### src/rtl/pwm_pkg.sv
// pwm_pkg: shared mode and direction encodings for the multi-channel PWM LED driver
package pwm_pkg;

    typedef enum logic [1:0] {
        MODE_OFF     = 2'b00,
        MODE_ON      = 2'b01,
        MODE_BREATHE = 2'b10,
        MODE_BLINK   = 2'b11
    } mode_e;

    typedef enum logic {
        DIR_UP   = 1'b0,
        DIR_DOWN = 1'b1
    } dir_e;

endpackage

### src/rtl/pwm_channel.sv
// pwm_channel: one LED channel holding mode, level, breathe direction, duty and the PWM compare register
module pwm_channel
    import pwm_pkg::*;
#(
    parameter int PERIOD = 12000,
    parameter int STEP   = 240,
    parameter int CNT_W  = $clog2(PERIOD + 1)
) (
    input  logic             clk_i,
    input  logic             rst_i,
    input  logic [CNT_W-1:0] cnt_i,
    input  logic             pe_i,
    input  logic             upd_i,
    input  logic             we_i,
    input  mode_e            mode_i,
    input  logic [CNT_W-1:0] level_i,
    output logic             led_o
);

    localparam logic [CNT_W-1:0] LVL_MAX = CNT_W'(PERIOD);
    localparam logic [CNT_W-1:0] STEP_N  = CNT_W'(STEP);
    localparam logic [CNT_W:0]   STEP_X  = (CNT_W + 1)'(STEP);

    mode_e            mode_q;
    dir_e             dir_q;
    dir_e             dir_d;
    dir_e             brth_dir;
    logic [CNT_W-1:0] level_q;
    logic [CNT_W-1:0] duty_q;
    logic [CNT_W-1:0] duty_d;
    logic [CNT_W-1:0] brth_duty;
    logic [CNT_W:0]   sum;
    logic             up_ok;
    logic             dn_ok;
    logic             led_q;

    // breathe step: ramp toward level and bounce at both ends; a lowered level pulls duty down at once
    always_comb begin
        sum       = {1'b0, duty_q} + STEP_X;
        up_ok     = sum <= {1'b0, level_q};
        dn_ok     = duty_q >= STEP_N;
        brth_duty = duty_q;
        brth_dir  = dir_q;
        if (duty_q > level_q) begin
            brth_duty = level_q;
            brth_dir  = DIR_DOWN;
        end else if (dir_q == DIR_UP) begin
            brth_duty = up_ok ? sum[CNT_W-1:0] : level_q;
            brth_dir  = up_ok ? DIR_UP : DIR_DOWN;
        end else begin
            brth_duty = dn_ok ? duty_q - STEP_N : '0;
            brth_dir  = dn_ok ? DIR_DOWN : DIR_UP;
        end
    end

    // duty only moves on the period edge, using the mode/level held before that edge
    always_comb begin
        duty_d = duty_q;
        dir_d  = dir_q;
        if (pe_i) begin
            case (mode_q)
                MODE_OFF: duty_d = '0;
                MODE_ON:  duty_d = level_q;
                MODE_BREATHE: begin
                    duty_d = upd_i ? brth_duty : duty_q;
                    dir_d  = upd_i ? brth_dir : dir_q;
                end
                default: duty_d = upd_i ? ((duty_q == '0) ? level_q : '0) : duty_q;
            endcase
        end
        if (we_i) dir_d = DIR_UP;
    end

    // channel state plus the registered compare that drives the pin one cycle after cnt
    always_ff @(posedge clk_i) begin
        if (rst_i) begin
            mode_q  <= MODE_OFF;
            level_q <= LVL_MAX;
            dir_q   <= DIR_UP;
            duty_q  <= '0;
            led_q   <= 1'b0;
        end else begin
            mode_q  <= we_i ? mode_i : mode_q;
            level_q <= we_i ? level_i : level_q;
            dir_q   <= dir_d;
            duty_q  <= duty_d;
            led_q   <= cnt_i < duty_q;
        end
    end

    assign led_o = led_q;

endmodule

### src/rtl/pwm_breathe_multi.sv
// pwm_breathe_multi: NUM_CH-channel PWM LED driver with shared period counter and breathe-rate divider
module pwm_breathe_multi
    import pwm_pkg::*;
#(
    parameter int NUM_CH      = 3,
    parameter int PERIOD      = 12000,
    parameter int STEP        = 240,
    parameter int BREATHE_DIV = 5
) (
    input  logic                                           CLK,
    input  logic                                           RST,
    input  logic                                           cfg_we,
    input  logic [((NUM_CH > 1) ? $clog2(NUM_CH) : 1)-1:0] cfg_ch,
    input  logic [1:0]                                     cfg_mode,
    input  logic [$clog2(PERIOD + 1)-1:0]                  cfg_level,
    output logic [NUM_CH-1:0]                              LED,
    output logic                                           period_tick
);

    localparam int CNT_W = $clog2(PERIOD + 1);
    localparam int CH_W  = (NUM_CH > 1) ? $clog2(NUM_CH) : 1;
    localparam int DIV_W = (BREATHE_DIV > 1) ? $clog2(BREATHE_DIV) : 1;
    localparam logic [CNT_W-1:0] LVL_MAX = CNT_W'(PERIOD);

    logic [CNT_W-1:0] cnt_q;
    logic [CNT_W-1:0] cnt_d;
    logic [DIV_W-1:0] div_q;
    logic [DIV_W-1:0] div_d;
    logic             tick_q;
    logic             pe;
    logic             upd;
    logic [CNT_W-1:0] lvl_clamp;
    logic [NUM_CH-1:0] we_ch;

    // period end, update tick, counter/divider next state and level clamp
    always_comb begin
        pe        = cnt_q == CNT_W'(PERIOD - 1);
        upd       = pe && (div_q == DIV_W'(BREATHE_DIV - 1));
        cnt_d     = pe ? '0 : cnt_q + CNT_W'(1);
        div_d     = upd ? '0 : (pe ? div_q + DIV_W'(1) : div_q);
        lvl_clamp = (cfg_level > LVL_MAX) ? LVL_MAX : cfg_level;
    end

    // shared period counter, breathe divider and the registered period pulse
    always_ff @(posedge CLK) begin
        if (RST) begin
            cnt_q  <= '0;
            div_q  <= '0;
            tick_q <= 1'b0;
        end else begin
            cnt_q  <= cnt_d;
            div_q  <= div_d;
            tick_q <= pe;
        end
    end

    // out-of-range channel numbers match no instance, so such writes change nothing
    for (genvar i = 0; i < NUM_CH; i++) begin : g_ch
        assign we_ch[i] = cfg_we && (cfg_ch == CH_W'(i));
        pwm_channel #(
            .PERIOD (PERIOD),
            .STEP   (STEP),
            .CNT_W  (CNT_W)
        ) u_ch (
            .clk_i   (CLK),
            .rst_i   (RST),
            .cnt_i   (cnt_q),
            .pe_i    (pe),
            .upd_i   (upd),
            .we_i    (we_ch[i]),
            .mode_i  (mode_e'(cfg_mode)),
            .level_i (lvl_clamp),
            .led_o   (LED[i])
        );
    end

    assign period_tick = tick_q;

endmodule

### config.mk
export PLATFORM = sky130hd
export DESIGN_NAME = pwm_breathe_multi
export DESIGN_NICKNAME = d
export VERILOG_FILES = /design/src/rtl/pwm_pkg.sv /design/src/rtl/pwm_channel.sv /design/src/rtl/pwm_breathe_multi.sv
export SDC_FILE = /design/constraint.sdc
export NUM_CORES = 1
export LEC_CHECK = 0
export CORE_ASPECT_RATIO = 2
export CORE_UTILIZATION = 45
export CTS_BUF_LIST = sky130_fd_sc_hd__clkbuf_4 sky130_fd_sc_hd__clkbuf_8
export DETAILED_ROUTE_END_ITERATION = 10
export PLACE_DENSITY = 0.59
export SLEW_MARGIN = 10
export SYNTH_ARGS = -nofsm -noshare
export SYNTH_HDL_FRONTEND = slang
export SYNTH_SLANG_ARGS = --single-unit
### constraint.sdc
create_clock -name CLK -period 9.7 [get_ports CLK]
set_input_delay 1.455 -clock CLK [delete_from_list [all_inputs] [get_ports CLK]]
set_output_delay 1.455 -clock CLK [all_outputs]
set_load 0.01 [all_outputs]
==> run_results.csv, run 1 <==
group,metric,value,unit
detailed_routing,drtAntennaViolNets,0,
floorplanning,die_h,203,um
sta,hold_viol_final,0,
synth,netlist_area,9060,um^2
floorplanning,initial_core_util,0.457,
clocking,insertion_delay,0.48,ns
flow_run,drv_cap,0,
floorplanning,io_pins,25,
clocking,post_cts_buffers,0,
clocking,ctsHtreeMaxLevel,4,
worst_setup_path,crit_type,"flop to flop",
worst_setup_path,cp.buffers_inverters,1,
synth,ys_types,84,
worst_setup_path,path_max_fanout,12,
detailed_routing,totalWireLength,32.1,mm
sta,rsz0062_at_grt,"false",
cells_and_area,nets,1290,
detailed_routing,met2_length,16.5,mm
clocking,cts_tree,"built",
synth,synth_seq_area_share,0.252,
place,hpwl,25.5,mm
clocking,clockRootBuffer,"clkbuf_8",
clocking,cts_max_path_buffers,2,
status,outcome,"completed",
worst_setup_path,cp_top_family,"compound AO/OA/AOI/OAI gates",
place,placed_area,9450,um^2
worst_setup_path,cp_slowest_stage_delay,0.96,ns
sta,setup_viol,0,
worst_setup_path,worstSetupStartpointType,"flop",
clocking,clk_pin_slew,0.08,ns
clocking,clkSinkCount,114,
clocking,ctsHoldBuffers,0,
power_and_ir_drop,power,1070,uW
detailed_routing,drc_errors,0,
floorplanning,num_rows,73,
detailed_routing,num_vias,8892,
detailed_routing,wl_per_cell,22.5,um
worst_setup_path,arrival,4.50,ns
sta,fin_setup_tns,0,ns
floorplanning,die-area,20700,um^2
worst_hold_path,holdPathStages,2,
synth,yosys_warnings,0,
cells_and_area,final_cell_mix,"ha_1 (120), dfxtp_1 (114), inv_1 (98)",
grt,gr-total-overflow,0,
detailed_routing,routed.top_layer,"met4",
place,place_worst_setup_slack,5.74,ns
synth,synth_nets,1288,
grt,grt_pass1_wl,49.5,mm
sta,drv_slew,0,
cells_and_area,instances_no_fill,1426,
detailed_routing,drtIter0Drc,556,
cells_and_area,final_common_cell,"ha_1",
synth,synth-seq-cells,114,
sta,tightest_slew,1.19,ns
sta,skew,0.0162,ns
power_and_ir_drop,leakage,0.00411,uW
place,port_buffers,24,
synth,synth_cells,1147,
worst_setup_path,reg2reg_depth,14,
sta,slew_headroom,0.200,
place,gp_congestion,0.990,
floorplanning,die_w,102,um
worst_setup_path,cp_slowest_cell,"a21oi_1",
synth,async_flop_share,0,
power_and_ir_drop,peakVddDrop,77.1,uV
cells_and_area,layout-drive-gt1-share,0.0577,
grt,grt.total_usage,0.326,
detailed_routing,wl_met1,11.0,mm
grt,grt_max_degree,60,
power_and_ir_drop,powerDensity,109,nW/um^2
worst_setup_path,endpoint_kind,"flop",
detailed_routing,wl_met3,1.60,mm
synth,avgSynthCellArea,7.90,um^2
place,dp_cells,1392,
grt,antenna_found_initial,1,
synth,synth_edf_count,0,
clocking,cts_resized,0,
sta,fin_crit,4.09,ns
cells_and_area,fin_area,9870,um^2
worst_setup_path,worst-path-stages,14,
detailed_routing,vias_per_cell,6.24,
worst_setup_path,crit_chain,"inv_1 -> ha_1 -> nor3b_2 -> nor3_1 -> xnor2_1 -> ha_1 -> nand4_1 -> nor2_1 -> o21a_1 -> nor3_1 -> a211oi_1 -> o21ai_1 -> a21oi_1 -> a221o_1",
grt,grt_pass1_vias,8849,
clocking,cts_inserted_buffers,17,
detailed_routing,first_pass_iters,5,
sta,layout_setup_ws,5.61,ns
cells_and_area,area_growth,8.93,%
worst_setup_path,cp.required,10.11,ns
worst_hold_path,hp-class,"flop to flop",
floorplanning,core_area,19800,um^2
sta,period_share,0.421,
synth,yosys_most_used_dff,"dfxtp_1",
sta,max_freq,245,MHz
[metrics by stage]
stage               hold slack, ns  utilization
floorplan                    0.426            -
global placement             0.442        0.477
detailed placement           0.443        0.477
CTS                          0.467        0.498
global route                 0.484        0.498
finish                       0.465        0.498
[report_power, final]
group | switching (uW) | total [uW] | internal, uW | leakage, uW
combinational | 58.1 | 93.9 | 35.8 | 0.00298
sequential | 11.7 | 488 | 476 | 0.000923
clock | 224 | 492 | 267 | 0.000211
total | 294 | 1070 | 779 | 0.00411
[cells in the mapped netlist (4+ instances only)]
| master | instances | area, um^2 |
|---|---|---|
| a2111oi_0 | 4 | 35.0 |
| a211o_1 | 9 | 78.8 |
| a211oi_1 | 10 | 75.1 |
| a21o_1 | 32 | 240 |
| a21oi_1 | 84 | 420 |
| a221o_1 | 4 | 40.0 |
| a22o_1 | 21 | 184 |
| a22oi_1 | 13 | 97.6 |
| a31oi_1 | 18 | 113 |
| and2_1 | 6 | 37.5 |
| and3_1 | 16 | 100 |
| and3b_1 | 4 | 35.0 |
| buf_2 | 12 | 60.1 |
| buf_4 | 6 | 45.0 |
| clkbuf_1 | 24 | 90.1 |
| dfxtp_1 | 114 | 2280 |
| ha_1 | 120 | 1500 |
| inv_1 | 98 | 368 |
| nand2_1 | 86 | 323 |
| nand2b_1 | 20 | 125 |
| nand3_1 | 66 | 330 |
| nand3b_1 | 4 | 30.0 |
| nand4_1 | 26 | 163 |
| nor2_1 | 78 | 293 |
| nor2b_1 | 19 | 119 |
| nor3_1 | 27 | 135 |
| nor3b_1 | 4 | 30.0 |
| nor4_1 | 14 | 87.6 |
| o211ai_1 | 5 | 37.5 |
| o21a_1 | 13 | 97.6 |
| o21ai_0 | 52 | 260 |
| o21bai_1 | 4 | 30.0 |
| o221ai_1 | 7 | 61.3 |
| o22ai_1 | 6 | 37.5 |
| or2_2 | 4 | 25.0 |
| xnor2_1 | 35 | 307 |
| xor2_1 | 11 | 96.3 |
[sequential cells by signal, summed over array words and instances (netlist names)]
| name | flops |
|---|---|
| g_ch.u_ch.level_q | 42 |
| g_ch.u_ch.mode_q | 6 |
| g_ch.u_ch.duty_q | 42 |
| cnt_q | 14 |
| g_ch.u_ch.dir_q | 3 |
| div_q | 3 |
| period_tick | 1 |
| g_ch.u_ch.led_o | 3 |
[cell type report]
class,count,area [um^2]
well taps,262,328
inverters,99,372
multi-input cells,886,6180
repair buffers,31,288
fillers,1958,9950
clock inverters,12,155
clock buffers,20,263
flip-flops and latches,114,2280
diodes,2,5.00
[worst reg2reg max path: stages, from the launching register on]
cell and delay, ns:
dfxtp_1 0.40, inv_1 0.18, ha_1 0.20, nor3b_2 0.40
nor3_1 0.11, xnor2_1 0.18, ha_1 0.33, nand4_1 0.15
nor2_1 0.14, o21a_1 0.14, nor3_1 0.06, a211oi_1 0.33
o21ai_1 0.15, a21oi_1 0.96, a221o_1 0.29
[final timing paths]
check	startpoint	endpoint	slack (ns)
max	g_ch[2].u_ch.duty_q[5]	g_ch[2].u_ch.duty_q[11]	5.61
min	g_ch[0].u_ch.level_q[12]	g_ch[0].u_ch.level_q[12]	0.46
max reg2reg	g_ch[2].u_ch.duty_q[5]	g_ch[2].u_ch.duty_q[11]	5.61
min reg2reg	g_ch[0].u_ch.level_q[12]	g_ch[0].u_ch.level_q[12]	0.46
[cell families after synthesis]
kind of cell,share of synthesized area
DFF,0.252
and+or+nand+nor,0.227
AOI/OAI and AO/OA,0.242
muxes,0.00221
adders and majority gates,0.166
buffers and inverters,0.0668
xor gates and xnor gates,0.0444
[layer usage]
| metal | track usage | up-vias |
|---|---|---|
| li1 | - | 4195 |
| met3 | 0.0651 | 151 |
| met2 | 0.591 | 354 |
| met5 | 0 | - |
| met1 | 0.305 | 4192 |
| met4 | 0.267 | 0 |
(Power assumes the default switching activity.)
==> run 2: changes to the inputs <==
- PLACE_DENSITY: 0.59 -> 0.62
- clock period: 9.7 -> 3.3 ns (I/O delays scaled with it)
==> run 2 against run 1 <==
Effect of this change:
- global-route usage grew 1.4 points
- clock power grew to 2.6 times the previous value
- first-iteration DRC count decreased by 14%
- combinational power grew to 3.3 times the previous value
- sequential power rose to 2.9 times the previous value
- power grew to 2.8 times the previous value
- count of clock-buffer cells in the layout shrank 2
- register-to-register slack worse by 5.6 ns
- worst hold slack got worse by 0.043 ns
- maximum frequency up 26%
- via count up 4.0%
==> run_results.csv, run 2 (synthesis gave the netlist of run 1 again) <==
group,metric,value,unit
worst_setup_path,path_max_fanout,5,
place,port_buffers,24,
sta,timing.hold.ws,0.422,ns
sta,max_freq,308,MHz
cells_and_area,antenna_cells,0,
worst_hold_path,hp-class,"primary input to flop",
detailed_routing,wl_per_cell,22.4,um
sta,hold_viol_final,0,
sta,slew_headroom,0.169,
floorplanning,die_h,203,um
cells_and_area,nets,1380,
sta,fin_crit,3.25,ns
detailed_routing,first_pass_iters,5,
grt,gr-total-overflow,0,
place,hpwl,27.0,mm
status,outcome,"completed",
worst_setup_path,crit_type,"flop to flop",
power_and_ir_drop,peakVddDrop,209,uV
clocking,ctsHoldBuffers,0,
sta,rsz0062_at_grt,"true",
cells_and_area,final_common_cell,"ha_1",
cells_and_area,top_regs,"g_ch.u_ch.duty_q x42, g_ch.u_ch.level_q x42, cnt_q x14",
detailed_routing,drtAntennaViolNets,0,
cells_and_area,multiInputGateArea,6320,um^2
worst_setup_path,arrival,3.67,ns
detailed_routing,drc_errors,0,
cells_and_area,nFillCells,1945,
sta,drv_slew,0,
detailed_routing,drtIter0Drc,476,
place,gp_congestion,0.986,
grt,grt_max_degree,48,
clocking,cts_max_path_buffers,2,
clocking,clk_pin_slew,0.08,ns
clocking,clkSinkCount,114,
power_and_ir_drop,leakage,0.00460,uW
grt,grt.total_usage,0.341,
clocking,cts_tree,"built",
worst_setup_path,cp.required,3.72,ns
floorplanning,num_rows,73,
clocking,ctsHtreeMaxLevel,4,
detailed_routing,vias_per_cell,6.11,
sta,skew,0.0135,ns
worst_setup_path,endpoint_kind,"flop",
floorplanning,die-area,20700,um^2
cells_and_area,fin_util,0.538,
worst_setup_path,cp_slowest_stage_delay,1.04,ns
floorplanning,core_area,19800,um^2
floorplanning,io_pins,25,
cells_and_area,layout-drive-gt1-share,0.146,
cells_and_area,fin_area,10700,um^2
cells_and_area,final_cell_mix,"ha_1 (117), dfxtp_1 (111), inv_1 (98)",
flow_run,drv_cap,0,
clocking,insertion_delay,0.48,ns
worst_setup_path,worstSetupStartpointType,"flop",
grt,grt_pass1_wl,51.1,mm
worst_setup_path,crit_chain,"nor4_1 -> nand4_1 -> nor2_1 -> nor2_1 -> a31oi_1 -> o221ai_1 -> a31oi_1 -> buf_4",
clocking,cts_inserted_buffers,17,
floorplanning,initial_core_util,0.457,
place,placed_area,10100,um^2
detailed_routing,totalWireLength,34.0,mm
clocking,clockRootBuffer,"clkbuf_8",
power_and_ir_drop,powerDensity,283,nW/um^2
worst_setup_path,cp_slowest_cell,"nor4_1",
grt,grt_pass1_vias,9236,
cells_and_area,area_growth,17.7,%
sta,fin_setup_tns,0,ns
sta,tightest_slew,1.23,ns
cells_and_area,seqCellArea,2290,um^2
sta,period_share,0.985,
sta,setup_viol,0,
grt,antenna_found_initial,0,
detailed_routing,num_vias,9245,
floorplanning,die_w,102,um
==> run 2: final cells by class <==
cell class | count | area share
clock buffer | 18 | 0.0226
clock inverter | 14 | 0.0124
inverter | 99 | 0.0348
multi-input combinational | 886 | 0.592
sequential | 114 | 0.214
tap | 262 | 0.0307
timing repair buffer | 121 | 0.0929
==> run 2: critical path, delay by kind of cell (launching register included) <==
family / cells / cell delay (ns)
simple gates: 4 / 1.91
compound gates: 3 / 0.79
flops: 1 / 0.35
buf+inv: 1 / 0.12
==> run 2: path summary, 6_finish.rpt <==
check                           startpoint                      end  slack (ns)  depth (start not counted)
setup / recovery    g_ch[1].u_ch.duty_q[0]  g_ch[1].u_ch.duty_q[11]        0.05                          8
hold / removal                         RST                 cnt_q[4]        0.42                          2
setup reg to reg    g_ch[1].u_ch.duty_q[0]  g_ch[1].u_ch.duty_q[11]        0.05                          8
hold reg to reg   g_ch[0].u_ch.level_q[11]  g_ch[0].u_ch.duty_q[11]        0.45                          1
==> run 2: routing by layer <==
| metal | vias up | global-route usage | part of all wire |
|---|---|---|---|
| met5 | - | 0 | 0 |
| met4 | 0 | 0.317 | 0.10 |
| met3 | 170 | 0.0836 | 0.048 |
| met2 | 336 | 0.602 | 0.52 |
| met1 | 4374 | 0.305 | 0.34 |
| li1 | 4365 | - | - |
==> run 2: power breakdown <==
group	internal, uW	leakage (uW)	switching [uW]	total (uW)
logic	120	0.00350	186	306
registers	1400	0.000924	22.2	1420
clock network	608	0.000172	678	1290
total	2130	0.00460	887	3010
==> run 2: timing repair <==
item | 4_1_cts | 5_1_grt
setup buffers | 0 | 9
pin swaps | 3 | 27
resized for setup | 0 | 33
endpoints found under the hold margin | 0 | 0
setup endpoints to repair | 3 | 33
==> run 2: metrics by stage <==
stage | power, uW | instances | setup slack (ns)
after floorplan | 1610 | 1147 | 0.147
after global placement | 1740 | 1473 | 0.0349
after detailed placement | 1750 | 1473 | -0.000153
after CTS | 3020 | 1505 | 0.0104
after global routing | 3100 | 1514 | -0.0336
final | 3010 | 1514 | 0.0511
